===== src/rtl/phase_timer_if.sv =====
// Handshake bundle between the traffic-light controller and its phase timer.
// The controller drives start/length and reads back flicker, done, busy and
// the remaining seconds.
interface phase_timer_if;
  logic       t_start;
  logic [4:0] t_length;
  logic       t_flicker;
  logic       t_done;
  logic       t_busy;
  logic [4:0] t_remaining;

  // Controller side: issues start requests, observes timer status.
  modport master (
    output t_start,
    output t_length,
    input  t_flicker,
    input  t_done,
    input  t_busy,
    input  t_remaining
  );

  // Timer side: accepts start requests, reports status.
  modport slave (
    input  t_start,
    input  t_length,
    output t_flicker,
    output t_done,
    output t_busy,
    output t_remaining
  );
endinterface


===== src/rtl/phase_timer.sv =====
// Phase countdown timer for the traffic-light controller.
// A prescaler divides clk into half-second ticks; a half-second counter is
// loaded with twice the requested duration and counts down to zero. The last
// FLICKER_SECS seconds of a phase produce a half-second flicker strobe, and
// expiry raises a sticky done flag that only a new start clears.
// All outputs come straight from flops whose next values are computed from
// the next state, so output timing matches the internal state exactly and no
// input reaches an output combinationally.
module phase_timer #(
  parameter int unsigned HALF_SEC_TICKS = 32'd25_000_000,
  parameter logic [4:0]  FLICKER_SECS   = 5'd5
) (
  input  logic        clk,
  input  logic        reset,
  phase_timer_if.slave tif
);

  typedef enum logic [1:0] {
    ST_IDLE    = 2'd0,
    ST_RUN     = 2'd1,
    ST_EXPIRED = 2'd2
  } state_e;

  // Prescaler value on which a half-second tick is taken.
  localparam logic [31:0] PRE_LAST     = HALF_SEC_TICKS - 32'd1;
  // Flicker window expressed in half-seconds.
  localparam logic [5:0]  FLICK_HALVES = {FLICKER_SECS, 1'b0};

  state_e      state_q, state_d;
  logic [31:0] pre_q, pre_d;
  logic [5:0]  half_cnt_q, half_cnt_d;
  logic        done_q, done_d;
  logic        flicker_q, flicker_d;
  logic        busy_q, busy_d;
  logic [4:0]  remaining_q, remaining_d;
  logic [5:0]  rem_sum_s;

  // Next-state logic: start always wins, otherwise the FSM advances.
  always_comb begin
    state_d    = state_q;
    pre_d      = pre_q;
    half_cnt_d = half_cnt_q;
    done_d     = done_q;

    if (tif.t_start) begin
      half_cnt_d = {tif.t_length, 1'b0};
      pre_d      = 32'd0;
      if (tif.t_length != 5'd0) begin
        state_d = ST_RUN;
        done_d  = 1'b0;
      end else begin
        // Zero-length phase expires immediately.
        state_d = ST_EXPIRED;
        done_d  = 1'b1;
      end
    end else begin
      case (state_q)
        ST_IDLE: begin
          done_d = 1'b0;
        end
        ST_RUN: begin
          done_d = 1'b0;
          if (pre_q == PRE_LAST) begin
            pre_d = 32'd0;
            if (half_cnt_q == 6'd1) begin
              half_cnt_d = 6'd0;
              state_d    = ST_EXPIRED;
              done_d     = 1'b1;
            end else if (half_cnt_q != 6'd0) begin
              half_cnt_d = half_cnt_q - 6'd1;
            end else begin
              // Unreachable in practice; never wrap below zero.
              half_cnt_d = 6'd0;
              state_d    = ST_EXPIRED;
              done_d     = 1'b1;
            end
          end else begin
            pre_d = pre_q + 32'd1;
          end
        end
        ST_EXPIRED: begin
          done_d = 1'b1;
        end
        default: begin
          state_d    = ST_IDLE;
          pre_d      = 32'd0;
          half_cnt_d = 6'd0;
          done_d     = 1'b0;
        end
      endcase
    end
  end

  // Output next values derived from the next state so registered outputs track it.
  always_comb begin
    busy_d      = 1'b0;
    remaining_d = 5'd0;
    flicker_d   = 1'b0;
    rem_sum_s   = half_cnt_d + 6'd1;

    case (state_d)
      ST_RUN: begin
        busy_d      = 1'b1;
        remaining_d = rem_sum_s[5:1];
        flicker_d   = half_cnt_d[0] & (half_cnt_d <= FLICK_HALVES);
      end
      ST_EXPIRED: begin
        busy_d      = 1'b0;
        remaining_d = 5'd0;
        flicker_d   = 1'b1;
      end
      ST_IDLE: begin
        busy_d      = 1'b0;
        remaining_d = 5'd0;
        flicker_d   = 1'b0;
      end
      default: begin
        busy_d      = 1'b0;
        remaining_d = 5'd0;
        flicker_d   = 1'b0;
      end
    endcase
  end

  // State and output registers, cleared asynchronously by reset.
  always_ff @(posedge clk or posedge reset) begin
    if (reset) begin
      state_q     <= ST_IDLE;
      pre_q       <= 32'd0;
      half_cnt_q  <= 6'd0;
      done_q      <= 1'b0;
      flicker_q   <= 1'b0;
      busy_q      <= 1'b0;
      remaining_q <= 5'd0;
    end else begin
      state_q     <= state_d;
      pre_q       <= pre_d;
      half_cnt_q  <= half_cnt_d;
      done_q      <= done_d;
      flicker_q   <= flicker_d;
      busy_q      <= busy_d;
      remaining_q <= remaining_d;
    end
  end

  assign tif.t_done      = done_q;
  assign tif.t_flicker   = flicker_q;
  assign tif.t_busy      = busy_q;
  assign tif.t_remaining = remaining_q;

endmodule


===== src/flat_wrapper.sv =====
// flat-port wrapper written by rule: the top's interface ports become plain ports
module phase_timer_flat 
#(
  parameter int unsigned HALF_SEC_TICKS = 32'd25_000_000,
  parameter logic [4:0]  FLICKER_SECS   = 5'd5
)
  (clk, reset, tif_t_start, tif_t_length, tif_t_flicker, tif_t_done, tif_t_busy, tif_t_remaining);
  phase_timer_if tif_i ();
  input  logic clk;
  input  logic reset;
  input wire logic [$bits(tif_i.t_start)-1:0] tif_t_start;
  input wire logic [$bits(tif_i.t_length)-1:0] tif_t_length;
  output wire logic [$bits(tif_i.t_flicker)-1:0] tif_t_flicker;
  output wire logic [$bits(tif_i.t_done)-1:0] tif_t_done;
  output wire logic [$bits(tif_i.t_busy)-1:0] tif_t_busy;
  output wire logic [$bits(tif_i.t_remaining)-1:0] tif_t_remaining;
  assign tif_i.t_start = tif_t_start;
  assign tif_i.t_length = tif_t_length;
  assign tif_t_flicker = tif_i.t_flicker;
  assign tif_t_done = tif_i.t_done;
  assign tif_t_busy = tif_i.t_busy;
  assign tif_t_remaining = tif_i.t_remaining;
  phase_timer #(.HALF_SEC_TICKS(HALF_SEC_TICKS), .FLICKER_SECS(FLICKER_SECS)) u_core (.clk(clk), .reset(reset), .tif(tif_i));
endmodule

===== config.mk =====
export PLATFORM = sky130hd
export DESIGN_NAME = phase_timer_flat
export DESIGN_NICKNAME = d
export VERILOG_FILES = /design/src/rtl/phase_timer_if.sv /design/src/rtl/phase_timer.sv /design/src/flat_wrapper.sv
export SDC_FILE = /design/constraint.sdc
export NUM_CORES = 1
export LEC_CHECK = 0
export CORE_MARGIN = 5
export CORE_UTILIZATION = 55
export DETAILED_ROUTE_END_ITERATION = 8
export PLACE_DENSITY = 0.75
export SETUP_SLACK_MARGIN = 0.4
export SYNTH_ARGS = -nofsm -noshare
export SYNTH_HDL_FRONTEND = slang
export SYNTH_SLANG_ARGS = --single-unit

===== constraint.sdc =====
create_clock -name clk -period 3.6 [get_ports clk]
set_input_delay 0.36 -clock clk [delete_from_list [all_inputs] [get_ports clk]]
set_output_delay 0.36 -clock clk [all_outputs]
set_load 0.005 [all_outputs]

Word-level counts from Yosys, hierarchy flattened
Cells that the tools add are included.
Widths: inputs -> output; s select.
{"block": "op_classes", "multipliers": 0, "div": 0, "n_lt_le_gt_ge": 1, "addsub": 3, "n_eq_ne": 7, "n_mux": 23, "n_shift": 0, "reduce_logical": 4, "n_bitwise": 1}
{"cell": "$mux 32", "n": 2}
{"cell": "$pmux 32 s2", "n": 1}
{"cell": "$add 32x1->32 const B", "n": 1}
{"cell": "$eq 32x25->1 const B", "n": 1}
{"cell": "$mux 6", "n": 4}
{"cell": "$pmux 6 s2", "n": 1}
{"cell": "$mux 2", "n": 5}
{"cell": "$add 6x1->6 const B", "n": 1}
{"cell": "$eq 6x1->1 const B", "n": 1}
{"cell": "$le 6x4->1 const B", "n": 1}
{"cell": "$mux 1", "n": 6}
{"cell": "$reduce_bool 6->1", "n": 1}
{"cell": "$sub 6x1->6 const B", "n": 1}
{"cell": "$mux 5", "n": 1}
{"cell": "$reduce_bool 5->1", "n": 1}
{"cell": "$eq 2x1->1 const B", "n": 2}
{"cell": "$eq 2x2->1 const B", "n": 2}
{"cell": "$pmux 1 s2", "n": 2}
{"cell": "$pmux 2 s2", "n": 1}
{"cell": "$logic_not 2->1", "n": 1}
{"cell": "$ne 2x1->1 const B", "n": 1}
{"cell": "$reduce_or 2->1", "n": 1}
{"cell": "$and 1x1->1", "n": 1}
{"block": "word_totals", "reg_bits": 48, "wordCells": 46, "out_inout_bits": 8, "mem_bits_ro": 0, "mem_bits_rw": 0, "inputBits": 8, "latchBits": 0, "memories": 0}

Longest topological paths before layout
Gate-level depths: netlist of the first run.
{"block": "depth", "depth_word": 9, "mapped_depth": 12, "mapped_depth_nobuf": 11}

Worst setup path after synthesis of the first run
OpenSTA, ideal clock, no wires.
{"block": "synth_path", "kind": "register -> register", "from": "register u_core.half_cnt_q[0]", "to": "register u_core.remaining_q[3], in the netlist u_core.tif.t_remaining[3]", "setup_slack_ns": 0.980, "path_stages_with_launch": 12, "n_path_buf": 0, "setup_ns": 0.120, "required_ns": 3.480, "synth_period_minus_slack_ns": 2.620, "arrival_time_ns": 2.500, "path_cell_list": "dfrtp_1 > inv_1 > ha_1 > or2_0 > and2_1 > nor3b_1 > a211oi_1 > nor2_1 > ha_1 > inv_1 > or4_1 > and3_1"}
{"block": "synth_via", "elab_chain_len": 8, "word_cells_on_any_way": 16, "classes_between": "2 x add/sub; 2 x eq/ne; 11 x mux; 1 x reduce/logical"}
{"element": "start: declaration", "line_no": "phase_timer.sv:31", "source": "logic [5:0] half_cnt_q, half_cnt_d;"}
{"element": "start signal: assignment", "line_no": "phase_timer.sv:138", "source": "half_cnt_q <= half_cnt_d;"}
{"element": "$sub 6x1->6 or $reduce_bool 6->1 (tied branches)", "line_no": "phase_timer.sv:70, phase_timer.sv:69"}
{"element": "$mux 6", "line_no": "phase_timer.sv:69", "source": "end else if (half_cnt_q != 6'd0) begin"}
{"element": "$mux 6 *", "line_no": "phase_timer.sv:65", "source": "if (half_cnt_q == 6'd1) begin"}
{"element": "$mux 6 *", "line_no": "phase_timer.sv:63", "source": "if (pre_q == PRE_LAST) begin"}
{"element": "$pmux 6 s2 *", "line_no": "phase_timer.sv:57", "source": "case (state_q)"}
{"element": "$mux 6 *", "line_no": "phase_timer.sv:45", "source": "if (tif.t_start) begin"}
{"element": "net u_core.half_cnt_d[1]", "line_no": "phase_timer.sv:31"}
{"element": "$add 6x1->6 *", "line_no": "phase_timer.sv:99", "source": "rem_sum_s = half_cnt_d + 6'd1;"}
{"element": "$mux 5 *", "line_no": "phase_timer.sv:101", "source": "case (state_d)"}
{"element": "net u_core.remaining_d[3]", "line_no": "phase_timer.sv:35", "source": "logic [4:0] remaining_q, remaining_d;"}
{"element": "end signal: assignment", "line_no": "phase_timer.sv:142", "source": "remaining_q <= remaining_d;"}
{"element": "end: declaration", "line_no": "phase_timer.sv:35"}
The timed path passes the listed nets; every way through them passes the cells marked *.
A chain may end at the register's enable or synchronous reset.

Final worst setup path of the first run
{"block": "layout_path", "from": "register u_core.half_cnt_q[1]", "to": "register u_core.remaining_q[3], in the netlist u_core.tif.t_remaining[3]"}
{"block": "layout_via", "elab_chain_len": 8, "word_cells_on_any_way": 16, "classes_between": "2 x add/sub; 2 x eq/ne; 11 x mux; 1 x reduce/logical"}
{"element": "$sub 6x1->6 or $reduce_bool 6->1 (tied branches)", "line_no": "phase_timer.sv:70, phase_timer.sv:69"}
{"element": "$mux 6", "line_no": "phase_timer.sv:69"}
{"element": "$mux 6", "line_no": "phase_timer.sv:65"}
{"element": "$mux 6", "line_no": "phase_timer.sv:63"}
{"element": "$pmux 6 s2 *", "line_no": "phase_timer.sv:57"}
{"element": "$mux 6 *", "line_no": "phase_timer.sv:45"}
{"element": "net u_core.half_cnt_d[1]", "line_no": "phase_timer.sv:31"}
{"element": "$add 6x1->6 *", "line_no": "phase_timer.sv:99"}
{"element": "$mux 5 *", "line_no": "phase_timer.sv:101"}
{"element": "net u_core.remaining_d[3]", "line_no": "phase_timer.sv:35"}
Marked as above.

==> impl_results.md, run 1 <==
- Die W: approximately 83 um
- VDD IR-drop max: between 0.00015 and 0.0002 V
- Clock Root Buffer: clkbuf_8
- Hold crit path type: reg -> reg
- # Max-Cap Violations: 0
- Routed WL: 6350 um
- Yosys reg bits: between 40 and 50
- Post-route setup TNS: 0 ns
- Synth cell types: between 50 and 60
- Area Growth Syn to Fin: 10.0%
- Post-DR wirelength/cell: 15.9 um
- Worst Clk Skew: 0.00593 ns
- Starting density of the core: 0.567
- Mux cell area share after synthesis: 0
- I/O Buffers: 15
- Grt total ovfl: 0
- Crit start category: flip-flop
- Post_cts resized: 0
- Status: complete, no violations
- Compound-Gate Fraction of Synth Area: 0.139
- Global-route wire length before repair: approximately 11000 um
- Post-layout nets: 349
- Most common cell after layout, fill and taps aside: dfrtp_1
- Number of global-route vias before repair: roughly 2300
- DRC viols: 0
- Fin. Hold Viols: 0
- Reg2reg path depth: 11
- Fmax: around 330 MHz
- Layout cells sized above 1: 0.0697
- Sw Ratio: 0.281
- RePlAce Congestion: 0.858
- Mapped Cells: about 320
- Share of power burned in registers: 0.521
- Num rows: 26
- Ys flop type: dfrtp_1
- All-Layer GR Usage: 0.213
- Power Total: around 1.1 mW
- Sw Pwr: ~0.32 mW
- Vias post-DR: ~2400
- Num Clock Sinks: 48
- Via/cell ratio: 6.09
- RSZ-0062 raised after global routing: no
- Syn_nets: 338
- Max-slew violations: 0
- Hold_sp: u_core.pre_q[1]$_DFFE_PP0P_
- Syn Std Cell Area: between 2000 and 3000 um^2
- Syn Area/Cell: between 9 and 10 um^2
- CTS tree: yes
- Comb power frac: 0.176
- Post-route clock period utilization: 0.844
- ANT nets after route: 0
- Pre-Repair DR Iteration Count: 4
- R2R Setup Slk: between 0.5 and 0.6 ns
- Cell Int Power: about 0.82 mW
- Synth Area in XOR/XNOR: 0.0725
- Crit Reg-Reg Endpoint: u_core.tif.t_remaining[3]$_DFF_PP0_
- CP Capture Type: flip-flop
- Hold Buf Count CTS: 0
- TritonCTS buffer count: 5
- H-tree Lvls: 2
- Clk slew on worst S/H paths: around 0.090 ns
- Post-CTS setup buffer count: 0
- Hold depth: 2
- Hold endpoint: u_core.pre_q[1]$_DFFE_PP0P_
- Detailed Route Iter0 Violations: between 200 and 250
- # IOs: 16
- Worst Path Required: 3.80 ns
- Die area: 6820 um^2
- # fillers: ~430
- Core Area: 5110 um^2
- Leakage: around 1.3 nW
- Post-synth EDFFs: 0
- Antenna cells: 0
- Max Buffers Root-to-Sink: 2
- Initial antenna violation count: 0
- Shortest period the worst path allows: just over 3 ns
- Main combinational cell family by area after synthesis: simple AND/OR/NAND/NOR gates
- Die H: just over 80 um
- Worst slew pin tran: roughly 1.0 ns
- Yosys warning total: 0
- Most frequent cells in the layout: dfrtp_1 (47), nor2_1 (36), nand2_1 (32)
- Final setup fails: 0
- Worst-Skew Late Latency: approximately 0.30 ns
- Crit path DAT: 3.23 ns
- Slew HR: 0.333
- Adder-cell share of the synthesized area: 0.0475
- Crit Path Class: reg -> reg
- Post-synthesis sequential area ratio: 0.415
- Largest net degree at the start of global routing: 49
- DP HPWL: 4580 um
- Clock Power Share: 0.303
- Power Density: ~360 nW/um^2
- CP Max Fanout: 6
- Crit Reg-Reg Startpoint: u_core.half_cnt_q[1]$_DFF_PP0_
- Post-synth ARST share: 1.00
- Synth Area in Simple Gates: 0.291
logic make-up after synthesis:
| family | count (synthesis) |
|---|---|
| AO/OA/AOI/OAI | 59 |
| XOR/XNOR | 24 |
| adder cells (fa/ha/maj) | 11 |
| buffers and inverters | 26 |
| flip-flops | 48 |
| AND/OR/NAND/NOR | 151 |
how the worst max path moves through the flow:
stage / from / slack, ns / end
5_1_grt: u_core.half_cnt_q[1]$_DFF_PP0_ / 0.41 / u_core.tif.t_remaining[3]$_DFF_PP0_
6_report: u_core.half_cnt_q[1]$_DFF_PP0_ / 0.56 / u_core.tif.t_remaining[3]$_DFF_PP0_
3_5_place_dp: u_core.half_cnt_q[0]$_DFF_PP0_ / 0.60 / u_core.tif.t_remaining[3]$_DFF_PP0_
4_1_cts: u_core.half_cnt_q[0]$_DFF_PP0_ / 0.52 / u_core.tif.t_remaining[3]$_DFF_PP0_
2_1_floorplan: u_core.half_cnt_q[0]$_DFF_PP0_ / 0.98 / u_core.tif.t_remaining[3]$_DFF_PP0_
3_3_place_gp: u_core.half_cnt_q[0]$_DFF_PP0_ / 0.62 / u_core.tif.t_remaining[3]$_DFF_PP0_
per-stage QoR:
stage	area [um^2]	setup WS, ns	hold WS (ns)	utilization	instances
finish	3190	0.563	0.549	0.624	400
global route	3190	0.405	0.596	0.624	400
CTS	3190	0.523	0.554	0.624	400
detailed placement	3090	0.603	0.536	0.605	393
global placement	3090	0.623	0.521	0.605	393
floorplan	2900	0.980	0.498	-	319
synthesized netlist by cell type, types with 2 or more instances:
library cell | n | area share
or2_2 | 3 | 0.0065
o21ai_0 | 17 | 0.029
buf_2 | 3 | 0.0052
xnor2_1 | 9 | 0.027
nand4b_1 | 2 | 0.0060
and3_1 | 10 | 0.022
ha_1 | 11 | 0.047
inv_1 | 14 | 0.018
nand2_1 | 32 | 0.041
nor4b_4 | 2 | 0.016
and2_1 | 4 | 0.0086
a21oi_1 | 8 | 0.014
nand4_1 | 11 | 0.024
a41oi_1 | 3 | 0.0091
nor2b_1 | 2 | 0.0043
or3_1 | 4 | 0.0086
o21a_1 | 2 | 0.0052
a31oi_1 | 4 | 0.0086
o41ai_1 | 5 | 0.015
o31ai_1 | 4 | 0.010
a211oi_1 | 3 | 0.0078
and4_1 | 4 | 0.012
nor3b_1 | 2 | 0.0052
nor2_1 | 36 | 0.047
or4_1 | 3 | 0.0078
dfrtp_1 | 48 | 0.41
nor4_1 | 6 | 0.013
xor2_1 | 15 | 0.045
nor3_1 | 7 | 0.012
o211ai_1 | 2 | 0.0052
nand3_1 | 13 | 0.022
clkbuf_1 | 8 | 0.010
state kept, by name, indices dropped and copies added, names as in the netlist:
signal / count
u_core.tif.t_flicker: 1
u_core.state_q: 2
u_core.pre_q: 32
u_core.tif.t_done: 1
u_core.tif.t_remaining: 5
u_core.tif.t_busy: 1
u_core.half_cnt_q: 6
layout make-up:
| type | count | area (um^2) | share of cell area |
|---|---|---|---|
| Tap cell | 70 | 87.6 | 0.0275 |
| Inverter | 14 | 52.6 | 0.0165 |
| Sequential cell | 48 | 1200 | 0.377 |
| Multi-Input combinational cell | 245 | 1590 | 0.499 |
| Timing Repair Buffer | 16 | 158 | 0.0495 |
| Clock buffer | 7 | 96.3 | 0.0302 |
worst max-delay path, cell delays in order, from the launching register on:
cell	delay, ns
dfrtp_1	0.44
inv_1	0.08
ha_1	0.25
or2_0	0.25
and2_1	0.23
nor3b_1	0.29
a211oi_1	0.16
nor2_1	0.25
ha_1	0.24
inv_1	0.06
or4_1	0.51
and3_1	0.17
power groups by stage:
stage,registers [mW],clock network (mW),logic [mW]
after floorplan,0.594,0,0.135
after global placement,0.600,0,0.197
after detailed placement,0.602,0,0.199
after CTS,0.591,0.354,0.200
after global routing,0.595,0.374,0.226
final,0.591,0.343,0.200
metal layers:
| layer | track usage | up-vias | wire length, um |
|---|---|---|---|
| li1 | - | 1167 | - |
| met1 | 0.289 | 1190 | 2900 |
| met2 | 0.347 | 67 | 3070 |
| met3 | 0.0423 | 10 | 280 |
| met4 | 0.0556 | 0 | 95 |
| met5 | 0 | - | 0 |
No activity file was read; power rests on OpenSTA's default activity.
==> run 2: changes to the inputs <==
==> constraint.sdc (replaced) <==
create_clock -name clk -period 2.9 [get_ports clk]
set_input_delay 0.29 -clock clk [delete_from_list [all_inputs] [get_ports clk]]
set_output_delay 0.29 -clock clk [all_outputs]
set_load 0.005 [all_outputs]
==> run 2 against run 1 <==
Effect of this change: register-to-register slack got worse by 0.25 ns; largest cell class unchanged; critical path depth decreased by 2; largest power group unchanged; maximum frequency increased by 17%; non-clock buffer count grew 34.
==> impl_results.md, run 2 (synthesis results as in run 1) <==
- Crit start category: flip-flop
- Dpl cell area: ~3200 um^2
- Post-route setup TNS: 0 ns
- Pre-Repair DR Iteration Count: 5
- Buf/Inv on CP: 1
- # IOs: 16
- Crit-path cells: ha_1 -> or2_4 -> a21boi_2 -> a41oi_2 -> a311oi_2 -> ha_2 -> inv_2 -> or4_1 -> and3_1
- Fin. Hold Viols: 0
- Post-layout nets: between 300 and 400
- WL met3: ~340 um
- DP HPWL: a little under 5000 um
- # fillers: approximately 400
- I/O Buffers: 15
- Post-Layout Inst Area: 3580 um^2
- Clk slew on worst S/H paths: 0.10 ns
- Max Buffers Root-to-Sink: 2
- Worst Path Required: a little over 3 ns
- Via/cell ratio: a little over 6
- Leakage: 1.49 nW
- Number of flip-flops in the largest register: 32
- Metal2 WL: 3770 um
- Post-route clock period utilization: 0.893
- Crit Path Class: reg -> reg
- RSZ-0062 raised after global routing: yes
- Largest Register: u_core.pre_q
- CP Capture Type: flip-flop
- Most common cell after layout, fill and taps aside: dfrtp_1
- Fmax: 386 MHz
- Max-slew violations: 0
- Slowest cell on the critical path: dfrtp_2
- Slew HR: 0.659
- Power Density: 406 nW/um^2
- Clock Root Buffer: clkbuf_8
- Post-DR wirelength/cell: ~17 um
- CP Max Fanout: 3
- Worst-Skew Late Latency: slightly above 0.3 ns
- Die H: ~83 um
- Antenna cells: 0
- Status: complete, no violations
- Initial antenna violation count: 0
- Global-route wire length before repair: around 12000 um
- Max Used Layer: met4
- Shortest period the worst path allows: between 2 and 3 ns
- RePlAce Congestion: approximately 0.91
- Final setup fails: 0
- Core Area: just over 5000 um^2
- Die area: ~6800 um^2
- Number of global-route vias before repair: between 2000 and 3000
- CP max stage delay: approximately 0.45 ns
- Routed WL: ~7400 um
- Num rows: 26
- CP delay by family, top: simple AND/OR/NAND/NOR gates
- DRC viols: 0
- WL met1: 3190 um
- All-Layer GR Usage: 0.238
- CTS tree: yes
- Detailed Route Iter0 Violations: roughly 200
- VDD IR-drop max: approximately 0.00030 V
- Starting density of the core: 0.567
- Area Growth Syn to Fin: 23.7%
- Vias post-DR: approximately 2700
- Crit path DAT: about 2.8 ns
- Hold crit path type: in -> async
- Most frequent cells in the layout: dfrtp_1 (39), buf_4 (34), nor2_1 (33)
- Largest net degree at the start of global routing: 26
- ANT nets after route: 0
- Worst slew pin tran: 0.510 ns
- Grt total ovfl: 0
- Worst Clk Skew: 0.0121 ns
- Layout cells sized above 1: 0.255
- TritonCTS buffer count: 5
- # Max-Cap Violations: 0
- Num Clock Sinks: 48
- Die W: 82.6 um
- Hold Buf Count CTS: 0
- H-tree Lvls: 2
==> run 2: changes by cell type in the layout (fill, tap and decap cells not counted), sizes merged <==
cell and change:
buf +34, clkinv +1
==> run 2: stage by stage <==
stage	setup WS, ns	utilization	hold WS (ns)	total power [mW]	instances
final	0.312	0.702	0.335	1.46	435
after global routing	0.225	0.702	0.399	1.52	435
after CTS	0.374	0.679	0.355	1.43	427
after detailed placement	0.176	0.625	0.535	1.01	400
after global placement	0.224	0.625	0.532	1.01	400
after floorplan	0.320	-	0.441	0.914	319
==> run 2: report_power, final <==
group	switching (mW)	internal [mW]
Combinational	0.178	0.144
Clock	0.230	0.170
Sequential	0.0330	0.701
Total	0.441	1.01
==> run 2: worst reg2reg max path: cells and delay by family (launching register included) <==
| family | cells | cell delay [ns] |
|---|---|---|
| adders and majority gates | 2 | 0.51 |
| buffers and inverters | 1 | 0.04 |
| DFF | 1 | 0.45 |
| and+or+nand+nor | 3 | 0.85 |
| AOI/OAI and AO/OA | 3 | 0.64 |
==> run 2: metal layers <==
metal,vias up,GRT usage
li1,1237,-
met1,1309,0.300
met2,98,0.407
met3,15,0.0445
met4,0,0.0817
met5,-,0
==> run 2: worst paths after layout <==
kind	start	end	slack, ns	cells after the start
max in group asynchronous	reset	u_core.pre_q[25]$_DFFE_PP0P_	1.81	3
min in group clk	u_core.pre_q[5]$_DFFE_PP0P_	u_core.pre_q[5]$_DFFE_PP0P_	0.55	2
max reg2reg	u_core.half_cnt_q[0]$_DFF_PP0_	u_core.tif.t_remaining[3]$_DFF_PP0_	0.31	9
min reg2reg	u_core.pre_q[5]$_DFFE_PP0P_	u_core.pre_q[5]$_DFFE_PP0P_	0.55	2
min	reset	u_core.half_cnt_q[0]$_DFF_PP0_	0.34	2
max	u_core.half_cnt_q[0]$_DFF_PP0_	u_core.tif.t_remaining[3]$_DFF_PP0_	0.31	9
==> run 2: repair_timing <==
action	4_1_cts	5_1_grt
setup buffers	19	8
gates resized for setup	19	20
pin swaps	16	12
endpoints found under the setup margin	6	17
==> run 2: area by class of cell <==
cell class / instances / area, um^2 / share of cell area
multi-input combinational: 245 / 1730 / 0.484
sequential: 48 / 1210 / 0.338
timing repair buffer: 50 / 417 / 0.116
tap: 70 / 87.6 / 0.0244
clock buffer: 7 / 76.3 / 0.0213
inverter: 14 / 52.6 / 0.0147
clock inverter: 1 / 5.00 / 0.00140
